**src/rtl/mrnaiso_pkg.sv**
```systemverilog
// Shared constants for the mRNA-isolation sequencer: state codes, valve bit
// assignments, per-state valve masks, pump pattern and duration indices.
package mrnaiso_pkg;

    typedef logic [3:0] state_t;

    localparam state_t ST_IDLE    = 4'd0;
    localparam state_t ST_BEAD    = 4'd1;
    localparam state_t ST_CELL    = 4'd2;
    localparam state_t ST_LYSIS   = 4'd3;
    localparam state_t ST_MIX     = 4'd4;
    localparam state_t ST_SEP     = 4'd5;
    localparam state_t ST_COLLECT = 4'd6;
    localparam state_t ST_FLUSH   = 4'd7;
    localparam state_t ST_DONE    = 4'd8;

    localparam int CTRL_W  = 13;
    localparam int NUM_DUR = 6;

    localparam int CTRL_BEADS       = 0;
    localparam int CTRL_CELLS       = 1;
    localparam int CTRL_CELL_OUT    = 2;
    localparam int CTRL_COLLECT     = 3;
    localparam int CTRL_LYSIS_IN    = 4;
    localparam int CTRL_CHAMBER_OUT = 5;
    localparam int CTRL_MAG_IN      = 6;
    localparam int CTRL_MIX_ISO     = 7;
    localparam int CTRL_SEP_WASTE   = 8;
    localparam int CTRL_SEP_IN      = 9;
    localparam int CTRL_BEAD_OUT    = 10;
    localparam int CTRL_BEAD_VENT   = 11;
    localparam int CTRL_LYSIS_OUT   = 12;

    localparam logic [CTRL_W-1:0] MASK_BEAD    = CTRL_W'((1 << CTRL_BEADS) | (1 << CTRL_BEAD_OUT) | (1 << CTRL_BEAD_VENT));
    localparam logic [CTRL_W-1:0] MASK_CELL    = CTRL_W'((1 << CTRL_CELLS) | (1 << CTRL_CELL_OUT));
    localparam logic [CTRL_W-1:0] MASK_LYSIS   = CTRL_W'((1 << CTRL_LYSIS_IN) | (1 << CTRL_CHAMBER_OUT) | (1 << CTRL_LYSIS_OUT));
    localparam logic [CTRL_W-1:0] MASK_MIX     = CTRL_W'(1 << CTRL_MIX_ISO);
    localparam logic [CTRL_W-1:0] MASK_SEP     = CTRL_W'((1 << CTRL_MAG_IN) | (1 << CTRL_SEP_WASTE) | (1 << CTRL_SEP_IN));
    localparam logic [CTRL_W-1:0] MASK_COLLECT = CTRL_W'((1 << CTRL_COLLECT) | (1 << CTRL_CHAMBER_OUT));

    // Element 0 is the first step after MIX entry.
    localparam logic [5:0][2:0] PUMP_PAT = {3'b101, 3'b001, 3'b011, 3'b010, 3'b110, 3'b100};

    localparam logic [2:0] DUR_BEAD    = 3'd0;
    localparam logic [2:0] DUR_CELL    = 3'd1;
    localparam logic [2:0] DUR_LYSIS   = 3'd2;
    localparam logic [2:0] DUR_MIX     = 3'd3;
    localparam logic [2:0] DUR_SEP     = 3'd4;
    localparam logic [2:0] DUR_COLLECT = 3'd5;

    function automatic logic [CTRL_W-1:0] state_mask(input state_t s);
        case (s)
            ST_BEAD:    return MASK_BEAD;
            ST_CELL:    return MASK_CELL;
            ST_LYSIS:   return MASK_LYSIS;
            ST_MIX:     return MASK_MIX;
            ST_SEP:     return MASK_SEP;
            ST_COLLECT: return MASK_COLLECT;
            default:    return '0;
        endcase
    endfunction

endpackage

```
**src/rtl/mrnaiso_pump_seq.sv**
```systemverilog
// Peristaltic pump pattern generator: steps the 6-entry pattern every
// PUMP_DIV cycles while enabled, restarting at step 0 on each enable rise.
module mrnaiso_pump_seq import mrnaiso_pkg::*; #(
    parameter int PUMP_DIV = 50
) (
    input  logic       clk,
    input  logic       rst_n,
    input  logic       enable,
    output logic [2:0] pump
);
    localparam int DIV_W = (PUMP_DIV > 1) ? $clog2(PUMP_DIV) : 1;

    logic             run;
    logic [DIV_W-1:0] div, div_nxt;
    logic [2:0]       step, step_nxt;

    always_comb begin
        step_nxt = step;
        div_nxt  = div;
        if (!run) begin
            step_nxt = '0;
            div_nxt  = '0;
        end else if (div == DIV_W'(PUMP_DIV - 1)) begin
            div_nxt  = '0;
            step_nxt = (step == 3'd5) ? 3'd0 : step + 3'd1;
        end else begin
            div_nxt = div + 1'b1;
        end
    end

    // pump is registered from the step being entered, so it lines up with
    // the rest of the registered outputs driven from next-state.
    always_ff @(posedge clk or negedge rst_n) begin
        if (!rst_n) begin
            run  <= 1'b0;
            div  <= '0;
            step <= '0;
            pump <= '0;
        end else if (!enable) begin
            run  <= 1'b0;
            div  <= '0;
            step <= '0;
            pump <= '0;
        end else begin
            run  <= 1'b1;
            div  <= div_nxt;
            step <= step_nxt;
            pump <= PUMP_PAT[step_nxt];
        end
    end
endmodule

```
**src/rtl/mrnaiso_protocol_seq.sv**
```systemverilog
// Valve/pump/flush sequencer for one mRNA-isolation chip group. All outputs
// are registered from the next-state decode so they change with the phase.
module mrnaiso_protocol_seq import mrnaiso_pkg::*; #(
    parameter int CTRL_SIZE   = 13,
    parameter int PUMP_SIZE   = 3,
    parameter int FLUSH_SIZE  = 14,
    parameter int DUR_W       = 16,
    parameter int DEFAULT_DUR = 1000,
    parameter int PUMP_DIV    = 50,
    parameter int FLUSH_DWELL = 200
) (
    input  logic                  clk,
    input  logic                  rst_n,
    input  logic                  start,
    input  logic                  abort,
    input  logic                  cfg_we,
    input  logic [2:0]            cfg_addr,
    input  logic [DUR_W-1:0]      cfg_data,
    output logic                  cfg_err,
    output logic [CTRL_SIZE-1:0]  ctrl,
    output logic [PUMP_SIZE-1:0]  pump,
    output logic [FLUSH_SIZE-1:0] flush,
    output logic                  busy,
    output logic                  done,
    output logic [3:0]            phase
);
    localparam int FIDX_W = (FLUSH_SIZE > 1) ? $clog2(FLUSH_SIZE) : 1;
    localparam int FDW_W  = (FLUSH_DWELL > 1) ? $clog2(FLUSH_DWELL) : 1;

    state_t                        state, state_nxt;
    logic [NUM_DUR-1:0][DUR_W-1:0] dur_q;
    logic [DUR_W-1:0]              cnt, cnt_nxt, bead_load;
    logic [FIDX_W-1:0]             fidx, fidx_nxt;
    logic [FDW_W-1:0]              fdw, fdw_nxt;
    logic [2:0]                    next_idx;
    logic                          cfg_ok;

    function automatic logic [DUR_W-1:0] clamp_dur(input logic [DUR_W-1:0] d);
        return (d == '0) ? DUR_W'(1) : d;
    endfunction

    assign cfg_ok    = cfg_we && (state == ST_IDLE) && (cfg_addr < 3'(NUM_DUR));
    // A write landing with start must already govern the BEAD phase.
    assign bead_load = (cfg_ok && cfg_addr == DUR_BEAD) ? cfg_data : dur_q[DUR_BEAD];
    // Timed state codes are one above their duration index.
    assign next_idx  = state[2:0];
    assign phase     = state;

    always_comb begin
        state_nxt = state;
        cnt_nxt   = cnt;
        fidx_nxt  = fidx;
        fdw_nxt   = fdw;
        if (abort) begin
            state_nxt = ST_IDLE;
            cnt_nxt   = '0;
            fidx_nxt  = '0;
            fdw_nxt   = '0;
        end else begin
            case (state)
                ST_IDLE: if (start) begin
                    state_nxt = ST_BEAD;
                    cnt_nxt   = clamp_dur(bead_load);
                end
                ST_BEAD, ST_CELL, ST_LYSIS, ST_MIX, ST_SEP, ST_COLLECT: begin
                    if (cnt > DUR_W'(1)) begin
                        cnt_nxt = cnt - 1'b1;
                    end else begin
                        state_nxt = state + 4'd1;
                        cnt_nxt   = (state == ST_COLLECT) ? '0 : clamp_dur(dur_q[next_idx]);
                        fidx_nxt  = '0;
                        fdw_nxt   = '0;
                    end
                end
                ST_FLUSH: begin
                    if (fdw == FDW_W'(FLUSH_DWELL - 1)) begin
                        fdw_nxt = '0;
                        if (fidx == FIDX_W'(FLUSH_SIZE - 1)) state_nxt = ST_DONE;
                        else                                  fidx_nxt  = fidx + 1'b1;
                    end else begin
                        fdw_nxt = fdw + 1'b1;
                    end
                end
                default: state_nxt = ST_IDLE;
            endcase
        end
    end

    always_ff @(posedge clk or negedge rst_n) begin
        if (!rst_n) begin
            state   <= ST_IDLE;
            cnt     <= '0;
            fidx    <= '0;
            fdw     <= '0;
            dur_q   <= {NUM_DUR{DUR_W'(DEFAULT_DUR)}};
            ctrl    <= '0;
            flush   <= '0;
            busy    <= 1'b0;
            done    <= 1'b0;
            cfg_err <= 1'b0;
        end else begin
            state   <= state_nxt;
            cnt     <= cnt_nxt;
            fidx    <= fidx_nxt;
            fdw     <= fdw_nxt;
            if (cfg_ok) dur_q[cfg_addr] <= cfg_data;
            cfg_err <= cfg_we && !cfg_ok;
            ctrl    <= CTRL_SIZE'(state_mask(state_nxt));
            flush   <= (state_nxt == ST_FLUSH) ? (FLUSH_SIZE'(1) << fidx_nxt) : '0;
            busy    <= (state_nxt != ST_IDLE);
            done    <= (state_nxt == ST_DONE);
        end
    end

    mrnaiso_pump_seq #(.PUMP_DIV(PUMP_DIV)) u_pump (
        .clk    (clk),
        .rst_n  (rst_n),
        .enable (state_nxt == ST_MIX),
        .pump   (pump)
    );
endmodule
```
**config.mk**
```make
export PLATFORM = sky130hd
export DESIGN_NAME = mrnaiso_protocol_seq
export DESIGN_NICKNAME = d
export VERILOG_FILES = /design/src/rtl/mrnaiso_pkg.sv /design/src/rtl/mrnaiso_pump_seq.sv /design/src/rtl/mrnaiso_protocol_seq.sv
export SDC_FILE = /design/constraint.sdc
export NUM_CORES = 1
export LEC_CHECK = 0
export CAP_MARGIN = 5
export CORE_ASPECT_RATIO = 1.75
export CORE_MARGIN = 1
export CORE_UTILIZATION = 24
export CTS_CLUSTER_SIZE = 40
export DETAILED_ROUTE_END_ITERATION = 7
export PLACE_DENSITY_LB_ADDON = 0.12
export SYNTH_ARGS = -nofsm -noshare
export SYNTH_HDL_FRONTEND = slang
export SYNTH_SLANG_ARGS = --single-unit
```
**constraint.sdc**
```tcl
create_clock -name clk -period 3.3 [get_ports clk]
set_input_delay 0.99 -clock clk [delete_from_list [all_inputs] [get_ports clk]]
set_output_delay 0.99 -clock clk [all_outputs]
set_load 0.02 [all_outputs]
```
# [Yosys cells after proc, flatten, opt, wreduce, memory -nomap -nowiden]
# Memory sizes are Yosys's and may differ from the RTL's.
# Index checks and enable logic that the tools add are counted.
[word_totals] romBits=24 ff_bits=171 mem_count=1 out_inout_bits=37 inputBits=24 elab_cells=110
[mem_list] name="(name not given)" words=8 width=3 rd=1 rd_clocked_by_memory_dff=0 wr=0 line="mrnaiso_pump_seq.sv:48" source="pump <= PUMP_PAT[step_nxt];"
[classes] n_eq_ne=21 muxes=40 shifts=1 addsub=6 order_cmp=6 n_reduce_logical=16
[op_table] cell="$mux 16" n=9
[op_table] cell="$bwmux 96" n=1
[op_table] cell="$pmux 13 s6" n=1
[op_table] cell="$bmux 16 s3" n=1
[op_table] cell="$demux 16 s3" n=1
[op_table] cell="$mux 4" n=9
[op_table] cell="$eq 4x3->1 const B" n=8
[op_table] cell="$logic_not 16->1" n=2
[op_table] cell="$pmux 16 s2" n=1
[op_table] cell="$mux 8" n=3
[op_table] cell="$mux 3" n=6
[op_table] cell="$mux 6" n=3
[op_table] cell="$eq 4x2->1 const B" n=4
[op_table] cell="$gt 16x1->1 const B" n=1
[op_table] cell="$pmux 8 s2" n=1
[op_table] cell="$sub 16x1->16 const B" n=1
[op_table] cell="$mux 14" n=1
[op_table] cell="$shl 1x4->14 const A" n=1
[op_table] cell="$lt 3x4->1 const B" n=3
[op_table] cell="$pmux 4 s3" n=1
[op_table] cell="$add 4x1->4 const B" n=2
[op_table] cell="$add 8x1->8 const B" n=1
[op_table] cell="$eq 4x1->1 const B" n=2
[op_table] cell="$eq 4x4->1 const B" n=2
[op_table] cell="18 further kinds" n=25

# [Depth between registers and ports, before layout]
[logic_depth] depth_word=10 ltp_mapped=14 mapped_depth_nobuf=10

# [By module]
# Synthesis repeated with hierarchy kept, for this count alone.
[hier_totals] hier_cells=789 area_unflattened_um2=8500.7
[modules_own_cells] module="mrnaiso_protocol_seq" seq_area_each_um2=3848.7 area_each_um2=7887.6 instances=1 cells_per_inst=730
[modules_own_cells] module="mrnaiso_pump_seq" seq_area_each_um2=325.3 area_each_um2=613.1 instances=1 cells_per_inst=59

# [Worst setup path after synthesis]
# No wires, ideal clock.
[synth_path] kind="flip-flop to flip-flop" startpoint="register state[0] (netlist: phase[0])" endpoint="register flush[3]" synth_period_minus_slack_ps=3150 n_path_buf=3 setup_slack_ps=150 arrival_ps=3054 setup_ps=96 path_stages_with_launch=12 t_required_ps=3204 cell_sequence="dfrtp_1 buf_2 buf_2 inv_1 ha_1 or3_1 nand4_1 o22ai_1 or2_1 buf_6 or4_4 nor4_2"
[synth_via] elab_chain_len=6 elab_cells_between_ends=21 classes_between="add/sub (1); eq/ne (8); shift (1); mux (9); reduce/logical (2)"
[synth_rtl] item="start: declaration" line="mrnaiso_protocol_seq.sv:30" source="state_t state, state_nxt;"
[synth_rtl] item="start signal: assignment" line="mrnaiso_protocol_seq.sv:102" source="state <= state_nxt;"
[synth_rtl] item="$add 4x1->4, or another cell as far along" line="mrnaiso_protocol_seq.sv:69" source="state_nxt = state + 4'd1;"
[synth_rtl] item="$mux 4, or another cell as far along" line="mrnaiso_protocol_seq.sv:66" source="if (cnt > DUR_W'(1)) begin"
[synth_rtl] item="$pmux 4 s3 or $pmux 4 s2 (tied branches)" line="mrnaiso_protocol_seq.sv:60" source="case (state)"
[synth_rtl] item="$mux 4" line="mrnaiso_protocol_seq.sv:54" source="if (abort) begin"
[synth_rtl] item="$eq 4x3->1 or $shl 1x4->14 (tied branches)" line="mrnaiso_protocol_seq.sv:109" source="flush <= (state_nxt == ST_FLUSH) ? (FLUSH_SIZE'(1) << fidx_nxt) : '0;"
[synth_rtl] item="$mux 14 *" line="mrnaiso_protocol_seq.sv:109"
[synth_rtl] item="end signal: assignment" line="mrnaiso_protocol_seq.sv:109"
[synth_rtl] item="end: declaration" line="mrnaiso_protocol_seq.sv:22" source="output logic [FLUSH_SIZE-1:0] flush,"
# Mark *: on every way between the ends. The rest lies on a longest branch, timed or not.
# A chain may end at the register's enable or synchronous reset.

# [Worst setup path in the final report]
[layout_path] startpoint="register cnt[0]" endpoint="register flush[3]"
[layout_via] elab_chain_len=6 elab_cells_between_ends=10 classes_between="order compare (1); eq/ne (1); shift (1); mux (7)"
[layout_rtl] item="start: declaration" line="mrnaiso_protocol_seq.sv:32" source="logic [DUR_W-1:0] cnt, cnt_nxt, bead_load;"
[layout_rtl] item="start signal: assignment" line="mrnaiso_protocol_seq.sv:103" source="cnt <= cnt_nxt;"
[layout_rtl] item="$gt 16x1->1" line="mrnaiso_protocol_seq.sv:66"
[layout_rtl] item="$mux 4" line="mrnaiso_protocol_seq.sv:66"
[layout_rtl] item="$pmux 4 s2" line="mrnaiso_protocol_seq.sv:60"
[layout_rtl] item="$mux 4" line="mrnaiso_protocol_seq.sv:54"
[layout_rtl] item="named net fidx_nxt[2]" line="mrnaiso_protocol_seq.sv:33" source="logic [FIDX_W-1:0] fidx, fidx_nxt;"
[layout_rtl] item="$shl 1x4->14" line="mrnaiso_protocol_seq.sv:109"
[layout_rtl] item="$mux 14" line="mrnaiso_protocol_seq.sv:109"
# The timed path passes the listed nets, and every way through them passes these cells.

==> summary.txt <==
Status
  • Status: finished, final reports clean

Timing
  • Fin. max-slew vios: 0
  • RSZ-0062 raised after global routing: false
  • Setup TNS: 0 ns
  • Slew HR: 50.36%
  • Fin crit share: 88.42%
  • Clk_skew: 0.009497 ns
  • F_max: 342.7 MHz
  • Least-Margin Pin Slew: 0.7369 ns
  • Endpoints failing hold: 0
  • Final Setup Violations: 0
  • Final worst path period need: 2.918 ns

Clock tree
  • Total CTS buffers: 17
  • CTS max path bufs: 2
  • Worst-skew pair later-pin latency: 0.46 ns
  • Clock slew at reported path FFs: 0.07 ns
  • Hold_buf cts: 0
  • Post-CTS sizing: 0
  • H-tree depth: 4
  • Clock Sinks: 165
  • Post-CTS Setup Inserts: 0
  • Root Buffer: clkbuf_16
  • CTS tree: built

Final layout
  • Layout fillers: 3,611
  • Layout Nets: 883
  • Register area: 0.004175 sq mm
  • Fin cells: 1,326
  • Share of post-route cells with drive strength above 1: 30.43%
  • # diodes: 0
  • Synthesis-to-finish area growth: 24.28%
  • Multi-input gate area: 0.004080 sq mm

Yosys
  • Post-synth EDFFs: 0
  • Commonest cells in the netlist: dfrtp_1 (129), mux2_2 (98), nor2_1 (62), a21oi_1 (46), o21ai_0 (45)
  • Synth top area share: 37.81%
  • Synth Register Bits: 165
  • Top post-synthesis cells by area: dfrtp_1 (38%), mux2_2 (13%), dfstp_2 (11%), mux4_2 (3.4%), nor2_1 (2.7%)
  • Asr flop ratio synth: 100.0%
  • Synth warnings: 0
  • Mapped Cells: 760
  • Distinct cells, synth: 78
  • Count leader, synth: dfrtp_1
  • Seq/Total Area, Yosys: 48.89%
  • Leading area contributor after synthesis: dfrtp_1
  • Primary FF master, synth: dfrtp_1
  • Mapped Nets: 795
  • Synth Cell Area: 0.008538 sq mm
  • Syn Area/Cell: 11.23 sq um

Pwr
  • Gate power share: 26.2%
  • Peak VDD IR: 0.3111 mV
  • Internal power: 4.554 mW
  • Switch share: 32.64%
  • Reg power frac: 42.6%
  • P_leak: 4.286 nW
  • Power per cell area: 637.2 mW/mm^2
  • Clk pwr share: 31.2%
  • Psw: 2.207 mW

Critical path
  • Crit path launch type: flop
  • Crit path launch: cnt[0]$_DFFE_PN0P_
  • Critical path arrival: 3.28 ns
  • Crit path capture type: flop
  • CP Max Fanout: 8
  • Critical path's slowest cell: or4_4
  • Worst path buffer plus inverter count: 1
  • Max incr delay on CP: 0.54 ns
  • RR Startpoint: cnt[0]$_DFFE_PN0P_
  • CP delay by family, top: simple AND/OR/NAND/NOR gates
  • Cell Chain, Critical Path: inv_1 > ha_1 > nor2_1 > or4_1 > nor2_4 > a21oi_1 > o21a_1 > or4_4 > nor4_2
  • Setup CP Type: reg2reg
  • Worst path required time: 3.66 ns

Floorplanning
  • Row cnt: 91
  • Io pins: 61
  • Area of the die: 0.03636 sq mm
  • Placeable Area: 0.03518 sq mm
  • Initial Utilization: 24.27%
  • Die Y: 251.5 microns
  • Die X-Extent: 144.6 microns

Hold path
  • Hold crit path type: reg2reg
  • Hold Startpoint: dur_q[33]$_DFFE_PN0P_

Drt
  • Vias: 6,366
  • Vias per inst: 4.801
  • Post-DRT Antenna Nets: 0
  • 1st-iter DRT viols: 194
  • DR WL/cell: 20.29 microns
  • DRT Pass-1 Iters: 4
  • DRT Wirelength: 26,900 microns
  • Residual DRC: 0

Placed design
  • Dpl hpwl: 20,300 microns
  • Placed cell count: 1,294
  • # port buffers: 60
  • Routability congestion estimate from global placement: 0.8470

Global route
  • First-pass GRT wire length: 41,260 microns
  • GRT Total Usage: 15.76%
  • Grt total ovfl: 0
  • Vias in the first global route: 6,750
  • Largest net degree at the start of global routing: 67
  • Initial antenna violation count: 0

Job
  • Max-cap violations: 0
-- area by class of cell --
type	count	share of cell area [%]
Timing Repair Buffer	112	10.29
Inverter	19	0.6721
Clock inverter	15	1.745
Multi-Input combinational cell	533	38.45
Sequential cell	165	39.35
Clock buffer	17	4.009
Tap cell	465	5.483
-- power groups by stage --
stage          sequential, mW  combinational (mW)  clock [mW]
2_1_floorplan            2.78                1.22           0
3_5_place_dp             2.93                1.78           0
3_3_place_gp             2.92                1.78           0
6_report                 2.88                1.77        2.11
4_1_cts                  2.89                1.79        2.19
5_1_grt                  2.94                1.92        2.27
-- logic make-up (layout without fill, tap and decap cells) --
| logic type | after synthesis | in the layout | share of synthesized area, % |
|---|---|---|---|
| simple gates | 225 | 225 | 14.83 |
| flops | 165 | 165 | 48.89 |
| compound gates | 153 | 153 | 11.33 |
| mux | 130 | 130 | 18.58 |
| buf+inv | 62 | 163 | 3.326 |
| xor+xnor | 14 | 14 | 1.436 |
| fa+ha+maj | 11 | 11 | 1.612 |
-- registers in the layout (all words and copies together) (netlist names), 3 cells and up --
signal and count:
dur_q 96, cnt 16, flush 14, fdw 8, ctrl 7, u_pump.div 6, fidx 4, phase 4
u_pump.pump 3, u_pump.step 3
-- worst paths after layout --
path	to	slack, ns	depth (start not counted)
max in group asynchronous	dur_q[25]$_DFFE_PN1P_	1.99	2
min reg2reg	dur_q[33]$_DFFE_PN0P_	0.50	1
max reg2reg	flush[3]$_DFF_PN0_	0.38	9
min	dur_q[33]$_DFFE_PN0P_	0.50	1
max	flush[3]$_DFF_PN0_	0.38	9
min in group asynchronous	ctrl[7]$_DFF_PN0_	0.54	1
-- per-layer routing --
metal | track usage, % | up-vias | part of all wire [%]
met5 | 0 | - | 0
met4 | 8.271 | 0 | 4.1
met3 | 2.790 | 52 | 2.2
met2 | 29.99 | 137 | 57
met1 | 15.84 | 3201 | 36
li1 | - | 2976 | -
-- placed cells by master (no fill, tap or decap), drive strengths merged, types with 5 or more instances in the layout --
| cell | instances |
|---|---|
| nor4 | 28 |
| ha | 11 |
| and3 | 13 |
| mux4 | 13 |
| dfstp | 36 |
| nor2 | 64 |
| nand2 | 41 |
| clkbuf | 17 |
| mux2 | 98 |
| nor3 | 20 |
| nand3 | 11 |
| a21oi | 46 |
| clkdlybuf4s50 | 59 |
| a221oi | 7 |
| nand4b | 5 |
| buf | 53 |
| or4 | 5 |
| nand3b | 6 |
| a31oi | 9 |
| inv | 27 |
| o21ai | 48 |
| xnor2 | 11 |
| nor2b | 5 |
| a211o | 7 |
| mux2i | 19 |
| dfrtp | 129 |
| or3 | 6 |
-- worst register-to-register path, cell delays in order (launching register included) --
cell     delay (ns)
dfrtp_1        0.47
inv_1          0.09
ha_1           0.20
nor2_1         0.11
or4_1          0.49
nor2_4         0.27
a21oi_1        0.22
o21a_1         0.28
or4_4          0.54
nor4_2         0.15
-- through the flow --
| step | total power, mW | cell area [sq um] | setup WS [ns] | utilization (%) | hold WS, ns |
|---|---|---|---|---|---|
| after global routing | 7.136 | 10610 | 0.1483 | 30.16 | 0.5228 |
| after CTS | 6.873 | 10610 | 0.2906 | 30.16 | 0.5077 |
| after detailed placement | 4.707 | 10000 | 0.1369 | 28.43 | 0.4891 |
| final | 6.762 | 10610 | 0.3823 | 30.16 | 0.5036 |
| after global placement | 4.698 | 10000 | 0.1511 | 28.43 | 0.4837 |
| after floorplan | 3.997 | 8538 | 0.1501 | - | 0.4741 |
Power figures use the tool's default switching activity.
